File: src/rtl/mc_ctrl_if.sv
// Control bus between the multi-cycle controller and the shared MIPS datapath.
// The master side is the controller; the slave side is the datapath.
interface mc_ctrl_if;
    logic [5:0]  op;
    logic [5:0]  funct;
    logic        zero;
    logic        mem_ready;
    logic        PCWr;
    logic        IRWr;
    logic        RegWrite;
    logic        MemRead;
    logic        MemWrite;
    logic [1:0]  RegDst;
    logic [1:0]  Data_to_Reg_sel;
    logic [1:0]  PC_sel;
    logic        ALUSrc;
    logic        ExtOp;
    logic [2:0]  ALUCtr;
    logic [3:0]  state;
    logic        illegal;
    logic [31:0] instr_cnt;

    modport master (
        input  op, funct, zero, mem_ready,
        output PCWr, IRWr, RegWrite, MemRead, MemWrite, RegDst, Data_to_Reg_sel, PC_sel,
               ALUSrc, ExtOp, ALUCtr, state, illegal, instr_cnt
    );

    modport slave (
        output op, funct, zero, mem_ready,
        input  PCWr, IRWr, RegWrite, MemRead, MemWrite, RegDst, Data_to_Reg_sel, PC_sel,
               ALUSrc, ExtOp, ALUCtr, state, illegal, instr_cnt
    );
endinterface

File: src/rtl/mc_ctrl.sv
// Multi-cycle MIPS control FSM: sequences fetch/decode/execute/memory/writeback over a
// shared datapath, stalls on mem_ready, flags illegal opcodes and counts retired instructions.
module mc_ctrl (
    input logic       clk,
    input logic       reset,
    mc_ctrl_if.master bus
);
    localparam logic [3:0] FETCH   = 4'd0;
    localparam logic [3:0] DECODE  = 4'd1;
    localparam logic [3:0] EXE     = 4'd2;
    localparam logic [3:0] MEM_ADR = 4'd3;
    localparam logic [3:0] MEM_RD  = 4'd4;
    localparam logic [3:0] MEM_WB  = 4'd5;
    localparam logic [3:0] MEM_WR  = 4'd6;
    localparam logic [3:0] ALU_WB  = 4'd7;
    localparam logic [3:0] BRANCH  = 4'd8;
    localparam logic [3:0] JUMP    = 4'd9;

    localparam logic [5:0] OP_RTYPE = 6'b000000;
    localparam logic [5:0] OP_ORI   = 6'b001101;
    localparam logic [5:0] OP_LUI   = 6'b001111;
    localparam logic [5:0] OP_LW    = 6'b100011;
    localparam logic [5:0] OP_SW    = 6'b101011;
    localparam logic [5:0] OP_BEQ   = 6'b000100;
    localparam logic [5:0] OP_J     = 6'b000010;
    localparam logic [5:0] OP_JAL   = 6'b000011;
    localparam logic [5:0] FN_ADDU  = 6'b100001;
    localparam logic [5:0] FN_SUBU  = 6'b100011;
    localparam logic [5:0] FN_JR    = 6'b001000;

    logic [3:0]  state_q, state_d;
    logic [31:0] cnt_q;
    logic        illegal_q, illegal_d;
    logic        retire;

    logic is_rtype, is_addu, is_subu, is_jr, is_ori, is_lui;
    logic is_lw, is_sw, is_beq, is_j, is_jal;

    always_comb begin
        is_rtype = (bus.op == OP_RTYPE);
        is_addu  = is_rtype && (bus.funct == FN_ADDU);
        is_subu  = is_rtype && (bus.funct == FN_SUBU);
        is_jr    = is_rtype && (bus.funct == FN_JR);
        is_ori   = (bus.op == OP_ORI);
        is_lui   = (bus.op == OP_LUI);
        is_lw    = (bus.op == OP_LW);
        is_sw    = (bus.op == OP_SW);
        is_beq   = (bus.op == OP_BEQ);
        is_j     = (bus.op == OP_J);
        is_jal   = (bus.op == OP_JAL);
    end

    always_comb begin
        state_d   = FETCH;
        illegal_d = 1'b0;
        retire    = 1'b0;
        case (state_q)
            FETCH:   state_d = bus.mem_ready ? DECODE : FETCH;
            DECODE: begin
                if (is_addu || is_subu || is_ori || is_lui) begin
                    state_d = EXE;
                end else if (is_lw || is_sw) begin
                    state_d = MEM_ADR;
                end else if (is_beq) begin
                    state_d = BRANCH;
                end else if (is_j || is_jal || is_jr) begin
                    state_d = JUMP;
                end else begin
                    state_d   = FETCH;
                    illegal_d = 1'b1;
                end
            end
            EXE:     state_d = ALU_WB;
            MEM_ADR: state_d = is_lw ? MEM_RD : MEM_WR;
            MEM_RD:  state_d = bus.mem_ready ? MEM_WB : MEM_RD;
            MEM_WR: begin
                state_d = bus.mem_ready ? FETCH : MEM_WR;
                retire  = bus.mem_ready;
            end
            ALU_WB, MEM_WB, BRANCH, JUMP: retire = 1'b1;
            default: state_d = FETCH;
        endcase
    end

    always_ff @(posedge clk) begin
        if (reset) begin
            state_q   <= FETCH;
            cnt_q     <= 32'd0;
            illegal_q <= 1'b0;
        end else begin
            state_q   <= state_d;
            illegal_q <= illegal_d;
            if (retire) begin
                cnt_q <= cnt_q + 32'd1;
            end
        end
    end

    // Reset gates every strobe and select, so a pending memory access is dropped at once.
    always_comb begin
        bus.PCWr            = 1'b0;
        bus.IRWr            = 1'b0;
        bus.RegWrite        = 1'b0;
        bus.MemRead         = 1'b0;
        bus.MemWrite        = 1'b0;
        bus.RegDst          = 2'b00;
        bus.Data_to_Reg_sel = 2'b00;
        bus.PC_sel          = 2'b00;
        bus.ALUSrc          = 1'b0;
        bus.ExtOp           = 1'b0;
        bus.ALUCtr          = 3'b000;
        if (!reset) begin
            case (state_q)
                FETCH: begin
                    bus.MemRead = 1'b1;
                    bus.IRWr    = bus.mem_ready;
                    bus.PCWr    = bus.mem_ready;
                end
                EXE, ALU_WB: begin
                    bus.ALUSrc = is_ori || is_lui;
                    bus.ALUCtr = is_lui ? 3'b011 : is_ori ? 3'b010 : is_subu ? 3'b001 : 3'b000;
                    if (state_q == ALU_WB) begin
                        bus.RegWrite = 1'b1;
                        bus.RegDst   = is_rtype ? 2'b01 : 2'b00;
                    end
                end
                MEM_ADR, MEM_RD, MEM_WR: begin
                    bus.ALUSrc   = 1'b1;
                    bus.ExtOp    = 1'b1;
                    bus.MemRead  = (state_q == MEM_RD);
                    bus.MemWrite = (state_q == MEM_WR);
                end
                MEM_WB: begin
                    bus.RegWrite        = 1'b1;
                    bus.Data_to_Reg_sel = 2'b01;
                end
                BRANCH: begin
                    bus.ALUCtr = 3'b001;
                    bus.PC_sel = 2'b01;
                    bus.ExtOp  = 1'b1;
                    bus.PCWr   = bus.zero;
                end
                JUMP: begin
                    bus.PCWr   = 1'b1;
                    bus.PC_sel = is_jr ? 2'b11 : 2'b10;
                    if (is_jal) begin
                        bus.RegWrite        = 1'b1;
                        bus.RegDst          = 2'b10;
                        bus.Data_to_Reg_sel = 2'b10;
                    end
                end
                default: ;
            endcase
        end
    end

    assign bus.state     = state_q;
    assign bus.illegal   = illegal_q;
    assign bus.instr_cnt = cnt_q;
endmodule

File: src/flat_wrapper.sv
// flat-port wrapper written by rule: the top's interface ports become plain ports
module mc_ctrl_flat 
  (clk, reset, bus_op, bus_funct, bus_zero, bus_mem_ready, bus_PCWr, bus_IRWr, bus_RegWrite, bus_MemRead, bus_MemWrite, bus_RegDst, bus_Data_to_Reg_sel, bus_PC_sel, bus_ALUSrc, bus_ExtOp, bus_ALUCtr, bus_state, bus_illegal, bus_instr_cnt);
  mc_ctrl_if bus_i ();
  input logic clk;
  input logic reset;
  input wire logic [$bits(bus_i.op)-1:0] bus_op;
  input wire logic [$bits(bus_i.funct)-1:0] bus_funct;
  input wire logic [$bits(bus_i.zero)-1:0] bus_zero;
  input wire logic [$bits(bus_i.mem_ready)-1:0] bus_mem_ready;
  output wire logic [$bits(bus_i.PCWr)-1:0] bus_PCWr;
  output wire logic [$bits(bus_i.IRWr)-1:0] bus_IRWr;
  output wire logic [$bits(bus_i.RegWrite)-1:0] bus_RegWrite;
  output wire logic [$bits(bus_i.MemRead)-1:0] bus_MemRead;
  output wire logic [$bits(bus_i.MemWrite)-1:0] bus_MemWrite;
  output wire logic [$bits(bus_i.RegDst)-1:0] bus_RegDst;
  output wire logic [$bits(bus_i.Data_to_Reg_sel)-1:0] bus_Data_to_Reg_sel;
  output wire logic [$bits(bus_i.PC_sel)-1:0] bus_PC_sel;
  output wire logic [$bits(bus_i.ALUSrc)-1:0] bus_ALUSrc;
  output wire logic [$bits(bus_i.ExtOp)-1:0] bus_ExtOp;
  output wire logic [$bits(bus_i.ALUCtr)-1:0] bus_ALUCtr;
  output wire logic [$bits(bus_i.state)-1:0] bus_state;
  output wire logic [$bits(bus_i.illegal)-1:0] bus_illegal;
  output wire logic [$bits(bus_i.instr_cnt)-1:0] bus_instr_cnt;
  assign bus_i.op = bus_op;
  assign bus_i.funct = bus_funct;
  assign bus_i.zero = bus_zero;
  assign bus_i.mem_ready = bus_mem_ready;
  assign bus_PCWr = bus_i.PCWr;
  assign bus_IRWr = bus_i.IRWr;
  assign bus_RegWrite = bus_i.RegWrite;
  assign bus_MemRead = bus_i.MemRead;
  assign bus_MemWrite = bus_i.MemWrite;
  assign bus_RegDst = bus_i.RegDst;
  assign bus_Data_to_Reg_sel = bus_i.Data_to_Reg_sel;
  assign bus_PC_sel = bus_i.PC_sel;
  assign bus_ALUSrc = bus_i.ALUSrc;
  assign bus_ExtOp = bus_i.ExtOp;
  assign bus_ALUCtr = bus_i.ALUCtr;
  assign bus_state = bus_i.state;
  assign bus_illegal = bus_i.illegal;
  assign bus_instr_cnt = bus_i.instr_cnt;
  mc_ctrl u_core (.clk(clk), .reset(reset), .bus(bus_i));
endmodule
File: config.mk
export PLATFORM = sky130hd
export DESIGN_NAME = mc_ctrl_flat
export DESIGN_NICKNAME = d
export VERILOG_FILES = /design/src/rtl/mc_ctrl_if.sv /design/src/rtl/mc_ctrl.sv /design/src/flat_wrapper.sv
export SDC_FILE = /design/constraint.sdc
export NUM_CORES = 1
export LEC_CHECK = 0
export BUFFER_PORTS_ARGS = -buffer_cell sky130_fd_sc_hd__buf_2
export CORE_ASPECT_RATIO = 1.1
export CORE_MARGIN = 5
export CORE_UTILIZATION = 40
export DETAILED_ROUTE_END_ITERATION = 10
export PLACE_DENSITY = 0.62
export SYNTH_ARGS = -nofsm -noshare
export SYNTH_HDL_FRONTEND = slang
export SYNTH_SLANG_ARGS = --single-unit
File: constraint.sdc
create_clock -name clk -period 3.9 [get_ports clk]
set_input_delay 0.585 -clock clk [delete_from_list [all_inputs] [get_ports clk]]
set_output_delay 0.585 -clock clk [all_outputs]
set_load 0.01 [all_outputs]
# Yosys cells after proc, flatten, opt, wreduce, memory -nomap -nowiden
# Index checks and enable logic that the tools add are counted.
# word_totals
elab_cells	83
in_bits	16
register_bits	37
out_inout_bits	53
# op_classes
addsub	1
mux	42
eq_ne	19
reduce_logical	17
bitwise	1
# ops
operator	n
$add A32 B1 Y32 const B	1
$eq A6 B6 Y1 const B	4
$pmux W4 S6	1
$eq A6 B4 Y1 const B	3
$mux W1	18
$eq A4 B3 Y1 const B	4
$mux W4	4
$eq A6 B2 Y1 const B	2
$mux W2	6
$mux W3	4
$pmux W2 S2	3
$eq A4 B2 Y1 const B	2
$eq A4 B4 Y1 const B	2
$reduce_or A4 Y1	2
$logic_or A1 B1 Y1	7
$eq A6 B3 Y1 const B	1
$logic_not A6 Y1	1
$pmux W1 S2	3
$pmux W1 S3	2
$pmux W3 S2	1
$reduce_or A5 Y1	1
$eq A4 B1 Y1 const B	1
$logic_not A4 Y1	1
$logic_and A1 B1 Y1	3
other kinds (3)	3

# Longest topological paths before layout
# depth
depth_word	8
depth_mapped	7
ltp_nobuf	6

# Worst setup path before layout
# Ideal clock, no wire load.
# synth_timing
path_type	register to output
from	register u_core.state_q[1], in the netlist u_core.bus.state[1]
to	output port bus_ALUCtr[0]
t_arrival_ns	1.751
t_required_ns	3.315
stages_incl_launch_ff	7
path_slack_ns	1.564
cell_sequence	dfxtp_1 -> clkbuf_1 -> nor2b_1 -> nand2_1 -> nor3_1 -> a31oi_1 -> o32ai_1
# synth_via
elab_chain_len	4
word_cells_on_any_way	6
# synth_rtl
element	line	rtl
start, declared	mc_ctrl.sv:31	logic [3:0] state_q, state_d;
start signal, assigned	mc_ctrl.sv:91	state_q <= state_d;
$eq A4 B2 Y1 / $eq A4 B3 Y1 (equally long branches)	mc_ctrl.sv:113	case (state_q)
$reduce_or A2 Y1	mc_ctrl.sv:113	
$pmux W3 S2 *	mc_ctrl.sv:113	
$mux W3 *	mc_ctrl.sv:112	if (!reset) begin
end, declared	flat_wrapper.sv:21	output wire logic [$bits(bus_i.ALUCtr)-1:0] bus_ALUCtr;
# Mark *: on every way between the ends. The rest lies on a longest branch, timed or not.

# Worst setup path in the final report
# Same ends and word-level chain as after synthesis.

==> flow_summary.yaml <==
route:
  vias: 2138
  routed_wire_length_um: 5400
  drt-initial-drc-count: 108
  vias_per_cell: 5.28
  drt_drc_violations_left: 0
  drt.antenna.violating_nets: 0
  routed_wire_length_per_instance_um: 13.3
  detail_route.first_pass.iterations: 4
timing:
  skew_ps: 2.98
  setup_viol: 0
  achievable-frequency_mhz: 371
  period_minus_slack_ps: 2690
  setup_total_negative_slack_ps: 0
  tightestPinTransition_ps: 752
  final_hold_viol_count: 0
  timing.slew.headroom: 0.499
  finalCritPeriodShare: 0.691
  unrepaired_setup_endpoints_after_global_routing: "false"
  max_slew_vio_count: 0
critical_path:
  reg2regPathDepth: 5
  required_ps: 3310
  critPathArrivalTime_ps: 2110
  end_kind: "output port"
  worst_setup_path_start_kind: "flop"
  worstPathMaxFanout: 14
  critical_path_class: "flop to output port"
clock_tree:
  hold_buffers: 0
  cts.repair.resized: 0
  cts_sinks: 37
  cts_setup_buffers: 0
  cts.path.max_buffers: 2
  cts_made_buffers: 5
  clkTransAtPathRegs_ps: 70
  clk_root_buffer_cell: "sky130_fd_sc_hd__clkbuf_8"
  ctsHtreeMaxLevel: 2
  cts_tree: "done"
  skew_pair_late_insertion_delay_ps: 280
status:
  result_of_the_run: "completed"
logic_synthesis:
  postSynth.topFlopCell: "sky130_fd_sc_hd__dfxtp_1"
  synth.avg_cell_area_um2: 8.21
  synth_cell_type_count: 58
  synth-edff-count: 0
  yosys.area.top_type_share: 0.335
  post_synth_instance_area_um2: 2210
  synth_largest_area_cell: "sky130_fd_sc_hd__dfxtp_1"
  ys_ff_latch: 37
  synth_fp_nets: 286
  yosysWarnings: 0
  synth-async-reset-ratio: 0
  post_synth_inst_count: 269
  ys_seq_area_frac: 0.335
  synth.area.top_cells: "sky130_fd_sc_hd__dfxtp_1 (34%), sky130_fd_sc_hd__xnor2_1 (7.1%), sky130_fd_sc_hd__nor2_1 (5.6%), sky130_fd_sc_hd__a21oi_1 (3.4%), sky130_fd_sc_hd__nor3_1 (2.7%)"
die:
  starting_density_of_the_core: 0.412
  die_x_um: 80.8
  design.core.area_um2: 5360
  rows: 28
  io-pin-count: 69
  die_area_um2: 7110
  die_h_um: 87.9
power_and_ir_drop:
  worst_case_vdd_ir_drop_v: 0.000137
  power.density_cell_area_nw_per_um2: 288
  total_power_uw: 772
  total_leakage_power_uw: 0.00109
placement:
  dpl.hpwl_um: 3910
  io_buffers: 67
  place.gp.congestion: 0.903
  dp_cells: 397
grt:
  grt_first_pass_wirelength_um: 8960
  via_count_of_the_first_global_routing_pass: 2047
  grt_start_max_net_pins: 43
  track_usage: 0.157
  antenna_found_initial: 0
  grt_overflow: 0
layout:
  n_fill_cell: 575
  most-common-layout-cells: "sky130_fd_sc_hd__buf_2 (67), sky130_fd_sc_hd__dfxtp_1 (37), sky130_fd_sc_hd__nor2_1 (33)"
  seqCellArea_um2: 741
  drive_gt1_frac: 0.279
  final_cells: 405
  antenna_cells: 0
  fin_nets: 346
  layout.cells.most_common: "sky130_fd_sc_hd__buf_2"
  multi_input_logic_area_um2: 1360
  synthToLayoutAreaGrowth_pct: 21.4
hold_path:
  hold_path_depth: 2
  timing.hold.worst.class: "flop to flop"
job:
  cap_viol_max_count: 0
critical path, stage by stage, from the launching register on:
cell	delay [ps]
sky130_fd_sc_hd__dfxtp_1	630
sky130_fd_sc_hd__nor2b_1	400
sky130_fd_sc_hd__nand2_1	90
sky130_fd_sc_hd__nor3_1	210
sky130_fd_sc_hd__a31oi_1	70
sky130_fd_sc_hd__o32ai_1	260
sky130_fd_sc_hd__buf_2	180
report_power, final:
part	switching, uW	internal (uW)
sequential	4.05	379
clock	134	209
combinational	28.2	18.4
total	166	606
path summary, 6_finish.rpt:
kind,from,to,slack (ps)
max,u_core.bus.state[1],bus_ALUCtr[0],1210
min,u_core.bus.instr_cnt[31],u_core.bus.instr_cnt[31],480
max reg2reg,u_core.bus.state[3],u_core.bus.instr_cnt[31],1470
min reg2reg,u_core.bus.instr_cnt[31],u_core.bus.instr_cnt[31],480
sequential cells by signal (all words and copies together) (netlist names):
signal and flops:
u_core.bus.illegal 1, u_core.bus.instr_cnt 32, u_core.bus.state 4
cell usage after synthesis (6+ instances only):
library cell               number
sky130_fd_sc_hd__a21oi_1       15
sky130_fd_sc_hd__and3_1         6
sky130_fd_sc_hd__clkbuf_1      12
sky130_fd_sc_hd__dfxtp_1       37
sky130_fd_sc_hd__inv_1          7
sky130_fd_sc_hd__nand2_1       15
sky130_fd_sc_hd__nand3_1        9
sky130_fd_sc_hd__nand4_1        7
sky130_fd_sc_hd__nor2_1        33
sky130_fd_sc_hd__nor3_1        12
sky130_fd_sc_hd__nor4_1         8
sky130_fd_sc_hd__o21ai_0        9
sky130_fd_sc_hd__or3_1          7
sky130_fd_sc_hd__xnor2_1       18
layout make-up:
class,count,share of cell area
clock buffer,7,0.0322
clock inverter,1,0.0112
inverter,7,0.00980
multi-input combinational,210,0.508
sequential,37,0.276
tap,75,0.0350
timing repair buffer,68,0.128
through the flow:
step	util	hold WS (ps)	setup WS, ps	cell area [um2]
after global placement	0.479	462	1390	2560
final	0.500	484	1210	2680
after detailed placement	0.479	475	1400	2560
after global routing	0.500	525	972	2680
after floorplan	-	490	1560	2210
after CTS	0.500	486	1200	2680
routing by layer:
layer / vias to the layer above / global-route usage / share of wire
li1: 1091 / - / -
met1: 988 / 0.188 / 0.45
met2: 53 / 0.270 / 0.48
met3: 6 / 0.0401 / 0.055
met4: 0 / 0.0553 / 0.013
met5: - / 0 / 0
kinds of logic after synthesis:
logic type / synth area share
xor+xnor: 0.0793
flops: 0.335
other cells: 0.00170
mux: 0.0113
buf+inv: 0.0482
compound gates: 0.133
simple gates: 0.386
fa+ha+maj: 0.00566
No activity file was read; power rests on OpenSTA's default activity.
